`config.mk`:
```
export PLATFORM = sky130hd
export DESIGN_NAME = div_issue_ctrl
export DESIGN_NICKNAME = d
export VERILOG_FILES = /design/src/rtl/div_pkg.sv /design/src/rtl/div_req_fifo.sv /design/src/rtl/div_issue_ctrl.sv
export SDC_FILE = /design/constraint.sdc
export NUM_CORES = 1
export LEC_CHECK = 0
export ABC_AREA = 1
export CORE_MARGIN = 1.5
export CORE_UTILIZATION = 45
export DETAILED_ROUTE_END_ITERATION = 7
export DONT_BUFFER_PORTS = 1
export SLEW_MARGIN = 20
export SYNTH_ARGS = -nofsm -noshare
export SYNTH_HDL_FRONTEND = slang
export SYNTH_SLANG_ARGS = --single-unit
export TNS_END_PERCENT = 30
```
`constraint.sdc`:
```
create_clock -name clk -period 3.9 [get_ports clk]
set_input_delay 0.195 -clock clk [delete_from_list [all_inputs] [get_ports clk]]
set_output_delay 0.195 -clock clk [all_outputs]
set_load 0.05 [all_outputs]
```
`src/rtl/div_pkg.sv`:
```
// Shared types and constants for the divider issue/capture stage.
// Used by div_req_fifo and div_issue_ctrl.
package div_pkg;

  localparam int DIV_A_W       = 32;
  localparam int DIV_B_W       = 16;
  localparam int DIV_R_W       = 32;
  // Widest tag a request entry can carry; the top zero-extends its TAG_W tag into it.
  localparam int DIV_TAG_MAX_W = 16;

  localparam logic [DIV_A_W-1:0] DBZ_QUOTIENT = 32'hFFFF_FFFF;

  typedef enum logic [1:0] {
    IDLE,
    HOLD,
    DONE
  } div_state_t;

  typedef struct packed {
    logic [DIV_A_W-1:0]       a;
    logic [DIV_B_W-1:0]       b;
    logic [DIV_TAG_MAX_W-1:0] tag;
  } div_req_t;

  // A zero divisor is resolved locally and never reaches the divider.
  function automatic logic req_is_dbz(input div_req_t req);
    return (req.b == '0);
  endfunction

endpackage

```
`src/rtl/div_req_fifo.sv`:
```
// Request FIFO for the divider issue stage.
// Power-of-two depth, pointer wrap modulo DEPTH, extra pointer bit separates full/empty.
// Head entry is read combinationally so a popped entry can be consumed in the same cycle.
module div_req_fifo
  import div_pkg::*;
#(
  parameter int DEPTH = 4
) (
  input  logic     clk,
  input  logic     rst_n,
  input  logic     push,
  input  div_req_t din,
  input  logic     pop,
  output div_req_t dout,
  output logic     full,
  output logic     empty
);

  localparam int PTR_W = $clog2(DEPTH);

  logic [PTR_W:0]   wr_ptr_reg;
  logic [PTR_W:0]   rd_ptr_reg;
  logic [PTR_W-1:0] wr_idx;
  logic [PTR_W-1:0] rd_idx;
  logic             do_push;
  logic             do_pop;
  div_req_t         mem [DEPTH];

  assign wr_idx  = wr_ptr_reg[PTR_W-1:0];
  assign rd_idx  = rd_ptr_reg[PTR_W-1:0];
  assign empty   = (wr_ptr_reg == rd_ptr_reg);
  assign full    = (wr_ptr_reg[PTR_W] != rd_ptr_reg[PTR_W]) && (wr_idx == rd_idx);
  assign do_push = push && !full;
  assign do_pop  = pop && !empty;
  assign dout    = mem[rd_idx];

  // Storage array: written at the tail, no reset needed since flags gate visibility.
  always_ff @(posedge clk) begin
    if (do_push) begin
      mem[wr_idx] <= din;
    end
  end

  // Read/write pointers; simultaneous push and pop leaves occupancy unchanged.
  always_ff @(posedge clk or negedge rst_n) begin
    if (!rst_n) begin
      wr_ptr_reg <= '0;
      rd_ptr_reg <= '0;
    end else begin
      if (do_push) begin
        wr_ptr_reg <= wr_ptr_reg + 1'b1;
      end
      if (do_pop) begin
        rd_ptr_reg <= rd_ptr_reg + 1'b1;
      end
    end
  end

endmodule

```
`src/rtl/div_issue_ctrl.sv`:
```
// Issue/capture stage in front of the combinational 32/16 divider.
// Queues requests, holds divider operands stable for MC_CYCLES cycles, captures the
// result into an output register with valid/ready. Zero divisors bypass the divider.
// Optional feature: define DIV_REM_CHECK_EN to add the sticky rem_err remainder check.
module div_issue_ctrl
  import div_pkg::*;
#(
  parameter int DEPTH     = 4,
  parameter int MC_CYCLES = 3,
  parameter int TAG_W     = 4
) (
  input  logic               clk,
  input  logic               rst_n,
  input  logic               in_valid,
  output logic               in_ready,
  input  logic [DIV_A_W-1:0] in_a,
  input  logic [DIV_B_W-1:0] in_b,
  input  logic [TAG_W-1:0]   in_tag,
  output logic [DIV_A_W-1:0] div_a,
  output logic [DIV_B_W-1:0] div_b,
  input  logic [DIV_A_W-1:0] div_q,
  input  logic [DIV_R_W-1:0] div_r,
  output logic               out_valid,
  input  logic               out_ready,
  output logic [DIV_A_W-1:0] out_q,
  output logic [DIV_R_W-1:0] out_r,
  output logic [TAG_W-1:0]   out_tag,
  output logic               out_dbz
`ifdef DIV_REM_CHECK_EN
  ,
  output logic               rem_err
`endif
);

  // Counter only needs to hold MC_CYCLES-1.
  localparam int CNT_W = (MC_CYCLES > 1) ? $clog2(MC_CYCLES) : 1;
  localparam logic [CNT_W-1:0] CNT_LOAD = CNT_W'(MC_CYCLES - 1);

  div_state_t         state_reg;
  div_state_t         state_next;
  logic [CNT_W-1:0]   cnt_reg;
  logic [DIV_A_W-1:0] div_a_reg;
  logic [DIV_B_W-1:0] div_b_reg;
  logic [TAG_W-1:0]   tag_reg;
  logic [DIV_A_W-1:0] out_q_reg;
  logic [DIV_R_W-1:0] out_r_reg;
  logic [TAG_W-1:0]   out_tag_reg;
  logic               out_dbz_reg;

  div_req_t req_in;
  div_req_t head_req;
  logic     fifo_full;
  logic     fifo_empty;
  logic     fifo_push;
  logic     fifo_pop;
  logic     take;
  logic     load_op;
  logic     load_dbz;
  logic     capture;

  // Upper tag bits of a queued entry are always zero-extension padding.
  logic     unused_tag_bits;
  assign unused_tag_bits = ^head_req.tag;

  // Pack the incoming request into a queue entry.
  always_comb begin
    req_in     = '0;
    req_in.a   = in_a;
    req_in.b   = in_b;
    req_in.tag = DIV_TAG_MAX_W'(in_tag);
  end

  assign fifo_push = in_valid && !fifo_full;

  div_req_fifo #(
    .DEPTH (DEPTH)
  ) u_fifo (
    .clk   (clk),
    .rst_n (rst_n),
    .push  (fifo_push),
    .din   (req_in),
    .pop   (fifo_pop),
    .dout  (head_req),
    .full  (fifo_full),
    .empty (fifo_empty)
  );

  // Next-state logic; DONE with a handshake pops the next request directly.
  always_comb begin
    state_next = state_reg;
    take       = 1'b0;
    fifo_pop   = 1'b0;
    load_op    = 1'b0;
    load_dbz   = 1'b0;
    capture    = 1'b0;
    case (state_reg)
      IDLE: begin
        take = !fifo_empty;
      end
      HOLD: begin
        if (cnt_reg == '0) begin
          capture    = 1'b1;
          state_next = DONE;
        end
      end
      DONE: begin
        if (out_ready) begin
          if (!fifo_empty) begin
            take = 1'b1;
          end else begin
            state_next = IDLE;
          end
        end
      end
      default: begin
        state_next = IDLE;
      end
    endcase
    if (take) begin
      fifo_pop = 1'b1;
      if (req_is_dbz(head_req)) begin
        load_dbz   = 1'b1;
        state_next = DONE;
      end else begin
        load_op    = 1'b1;
        state_next = HOLD;
      end
    end
  end

  // State register.
  always_ff @(posedge clk or negedge rst_n) begin
    if (!rst_n) begin
      state_reg <= IDLE;
    end else begin
      state_reg <= state_next;
    end
  end

  // Multicycle hold counter: loaded on issue, counts down while holding.
  always_ff @(posedge clk or negedge rst_n) begin
    if (!rst_n) begin
      cnt_reg <= '0;
    end else if (load_op) begin
      cnt_reg <= CNT_LOAD;
    end else if ((state_reg == HOLD) && (cnt_reg != '0)) begin
      cnt_reg <= cnt_reg - 1'b1;
    end
  end

  // Divider operands change only on issue so the divider stays quiet otherwise.
  always_ff @(posedge clk or negedge rst_n) begin
    if (!rst_n) begin
      div_a_reg <= '0;
      div_b_reg <= '0;
      tag_reg   <= '0;
    end else if (load_op) begin
      div_a_reg <= head_req.a;
      div_b_reg <= head_req.b;
      tag_reg   <= head_req.tag[TAG_W-1:0];
    end
  end

  // Result register: loaded by the zero-divisor path or by the end-of-hold capture.
  always_ff @(posedge clk or negedge rst_n) begin
    if (!rst_n) begin
      out_q_reg   <= '0;
      out_r_reg   <= '0;
      out_tag_reg <= '0;
      out_dbz_reg <= 1'b0;
    end else if (load_dbz) begin
      out_q_reg   <= DBZ_QUOTIENT;
      out_r_reg   <= DIV_R_W'(head_req.a);
      out_tag_reg <= head_req.tag[TAG_W-1:0];
      out_dbz_reg <= 1'b1;
    end else if (capture) begin
      out_q_reg   <= div_q;
      out_r_reg   <= div_r;
      out_tag_reg <= tag_reg;
      out_dbz_reg <= 1'b0;
    end
  end

`ifdef DIV_REM_CHECK_EN
  logic rem_err_reg;

  // Sticky flag for a remainder that is out of range for the issued divisor.
  always_ff @(posedge clk or negedge rst_n) begin
    if (!rst_n) begin
      rem_err_reg <= 1'b0;
    end else if (capture && ((div_r[DIV_R_W-1:DIV_B_W] != '0) ||
                             (div_r[DIV_B_W-1:0] >= div_b_reg))) begin
      rem_err_reg <= 1'b1;
    end
  end

  assign rem_err = rem_err_reg;
`endif

  assign in_ready  = !fifo_full;
  assign out_valid = (state_reg == DONE);
  assign div_a     = div_a_reg;
  assign div_b     = div_b_reg;
  assign out_q     = out_q_reg;
  assign out_r     = out_r_reg;
  assign out_tag   = out_tag_reg;
  assign out_dbz   = out_dbz_reg;

endmodule
```
==> results.json <==
{
  "grt_use_met1_pct": 26.4,
  "cts_tree": "done",
  "start_util_pct": 46.1,
  "grt_overflow": 0,
  "power.total_uw": 15400,
  "root_buffer": "clkbuf_16",
  "clkTransAtPathRegs_ns": 0.06,
  "critPathTopFamily": "simple AND/OR/NAND/NOR gates",
  "met3_usage_pct": 5.08,
  "crit_path_end_kind": "flip-flop",
  "clkSinkCount": 339,
  "muxShareOfSynthArea_pct": 0.0818,
  "crit_slowest_cell": "dfrtp_4",
  "busiest_layer": "met2",
  "syn_avg_cell_area_um2": 10.5,
  "maxSlewHeadroom_pct": 30.5,
  "hold_violations": 0,
  "synth_top_cell_by_area": "edfxtp_1",
  "synthCells": 1308,
  "hp-class": "in2reg",
  "start_kind": "flip-flop",
  "synthDistinctLibCells": 24,
  "ys_ff_latch": 339,
  "io_pins": 239,
  "synth-adder-area-share_pct": 0.546,
  "place_inst": 1646,
  "rows": 63,
  "ys_warn_count": 0,
  "powerDensity_mw_per_mm2": 926,
  "cp.arrival_ns": 3.77,
  "area_delta_synth_final_pct": 20.8,
  "max_freq_mhz": 296,
  "die-area_mm2": 0.0316,
  "grt_usage_pct": 21.2,
  "first_global_vias": 9240,
  "dr.pass1.iters": 5,
  "use_met2_pct": 37.2,
  "status": "finished, final reports clean",
  "period_share_pct": 86.6,
  "cpMostUsedCell": "nand2_1",
  "detail_route.vias_per_cell": 5.09,
  "via_count": 9328,
  "synth_top_area_share_pct": 45.4,
  "switching_share_pct": 45.4,
  "drive_above_1_share_pct": 8.95,
  "regMostFlops": "u_fifo.mem",
  "syn-num-nets": 1434,
  "critPathMaxFanout": 71,
  "drt_iter0_drc": 495,
  "port_buffers": 0,
  "syn_area_mm2": 0.0138,
  "clkPwrFrac_pct": 23.1,
  "synth-compound-area-share_pct": 5.13,
  "final_cells": 1833,
  "gp_congestion": 0.735,
  "critical_path_required_ns": 4.30,
  "nFillCells": 2546,
  "antenna_found_initial": 1,
  "crit_chain": "clkinv_2 -> buf_4 -> nand2_1 -> nand3_1 -> nand2_1 -> nand2_1 -> nor2_1 -> nand2_1 -> nor2_4 -> buf_4 -> nor2_4 -> inv_2 -> buf_4 -> nand2_1 -> o21ai_0",
  "synth_area_leaders": "edfxtp_1 (45%), dfrtp_1 (24%), nand2_1 (9.1%)",
  "cp_slowest_stage_delay_ns": 0.66,
  "vdd_ir_drop_max_mv": 0.588,
  "ant_nets": 0,
  "finalNetCount": 1540,
  "finalMaxSlewViolations": 0,
  "skew_ns": 0.0222,
  "combPwrFrac_pct": 26.2,
  "yosysSeqAreaShare_pct": 69.2,
  "routed_wirelength_mm": 33.5,
  "cts_made_buffers": 37,
  "crit_type": "reg2reg",
  "synth_top_family_by_area": "simple AND/OR/NAND/NOR gates",
  "async_reset_ff_share_pct": 38.6,
  "post_cts_buffers": 0,
  "die_w_um": 178,
  "synth_ff_type": "edfxtp_1",
  "leakagePower_uw": 0.00702,
  "synth-edff-count": 208,
  "p_int_uw": 8390,
  "clk_path_buf_depth": 3,
  "core_mm2": 0.0299,
  "drc": 0,
  "tightest_slew_ns": 1.04,
  "final_util_pct": 55.6,
  "synth_xor_area_share_pct": 0.446,
  "critical_path_buf_inv_count": 5,
  "place_hpwl_mm": 20.3,
  "insertion_delay_ns": 0.53,
  "grt_first_pass_wirelength_mm": 51.4,
  "grt_max_degree": 132,
  "setup_viol": 0,
  "fin_crit_ns": 3.38,
  "p_sw_uw": 6990,
  "die_h_um": 178,
  "rsz0062_at_grt": "no",
  "synth-simple-area-share_pct": 19.4,
  "largest_reg_flops": 208,
  "max-cap-violations": 0,
  "seq_power_share_pct": 50.7,
  "htreeDepth": 2,
  "avgRoutedWirePerCell_um": 18.3
}
==> through the flow <==
stage	setup WS (ns)	hold WS, ns	TNS, ns	instance area, um^2
after global routing	0.187	0.277	0	16600
after global placement	0.549	-0.0978	0	14100
after detailed placement	0.508	-0.0978	0	14100
final	0.522	0.255	0	16600
after CTS	0.473	0.239	0	16600
after floorplan	-0.305	-0.101	-47.60	13800
==> power by group through the flow <==
stage / sequential [uW] / combinational, uW / clock [uW]
after floorplan: 7610 / 2920 / 0
after CTS: 7820 / 4110 / 3640
after global placement: 7880 / 3850 / 0
final: 7800 / 4030 / 3560
after detailed placement: 7890 / 3940 / 0
after global routing: 7940 / 4660 / 3770
==> worst min-delay path, cell delays in order <==
cell and delay, ns:
nand2_1 0.26, buf_4 0.22, xor2_1 0.07
==> what timing repair did <==
action / in CTS / in global routing
hold buffers: 119 / 0
hold endpoints to repair: 404 / 0
endpoints found under the setup margin: 0 / 0
resized for setup: 0 / 0
==> area by class of cell <==
class	count	area, um^2	share of cell area (%)
clock buffer	54	1120	6.76
clock inverter	13	154	0.926
antenna	1	2.50	0.0151
sequential	339	9530	57.3
timing repair buffer	142	1390	8.39
tap	390	488	2.94
multi-input combinational	800	3570	21.5
inverter	94	355	2.14
==> synth_stat cells, types with 2 or more instances <==
library cell	instances
nor2_1	180
nand3_1	105
inv_1	92
a21oi_1	3
clkbuf_1	40
buf_4	5
dfrtp_1	131
buf_2	24
or2_2	32
buf_1	3
o21ai_1	2
xor2_1	6
o22ai_1	36
buf_6	3
nor2_2	2
edfxtp_1	208
nand2_1	334
ha_1	6
o21ai_0	91
==> path summary, 6_finish.rpt <==
check | end | cells after the start | slack [ns] | startpoint
min in group asynchronous | out_q[21]$_DFFE_PN0P_ | 2 | 0.38 | rst_n
hold / removal | u_fifo.wr_ptr_reg[0]$_DFFE_PN0P_ | 3 | 0.26 | in_valid
setup / recovery | div_b[11]$_DFFE_PN0P_ | 15 | 0.52 | u_fifo.rd_ptr_reg[0]$_DFFE_PN0P_
hold reg to reg | u_fifo.wr_ptr_reg[2]$_DFFE_PN0P_ | 1 | 0.49 | u_fifo.wr_ptr_reg[2]$_DFFE_PN0P_
max in group asynchronous | u_fifo.rd_ptr_reg[0]$_DFFE_PN0P_ | 2 | 2.91 | rst_n
setup reg to reg | div_b[11]$_DFFE_PN0P_ | 15 | 0.52 | u_fifo.rd_ptr_reg[0]$_DFFE_PN0P_
==> kinds of logic after synthesis <==
logic type / Yosys count
compound gates: 132
mux: 1
fa+ha+maj: 6
flops: 339
xor+xnor: 7
simple gates: 654
buf+inv: 169
==> cells in the final DEF, fill, tap and decap left out, types with 3 or more instances in the layout <==
cell type / instances
nor2_4: 6
clkbuf_8: 7
dlygate4sd3_1: 118
clkinvlp_4: 3
inv_1: 90
nor2_1: 176
dfrtp_1: 129
clkinv_2: 3
xor2_1: 6
clkbuf_1: 7
nand3_1: 105
edfxtp_1: 208
clkbuf_16: 40
buf_4: 22
a21oi_1: 3
nand2_1: 333
or2_2: 32
ha_1: 6
o21ai_0: 91
o22ai_1: 36
==> routing by layer <==
layer / wire length, um / part of all wire, %
met1: 13800 / 41
met2: 16500 / 49
met3: 2560 / 7.6
met4: 686 / 2.0
met5: 0 / 0
(Power assumes the default switching activity.)
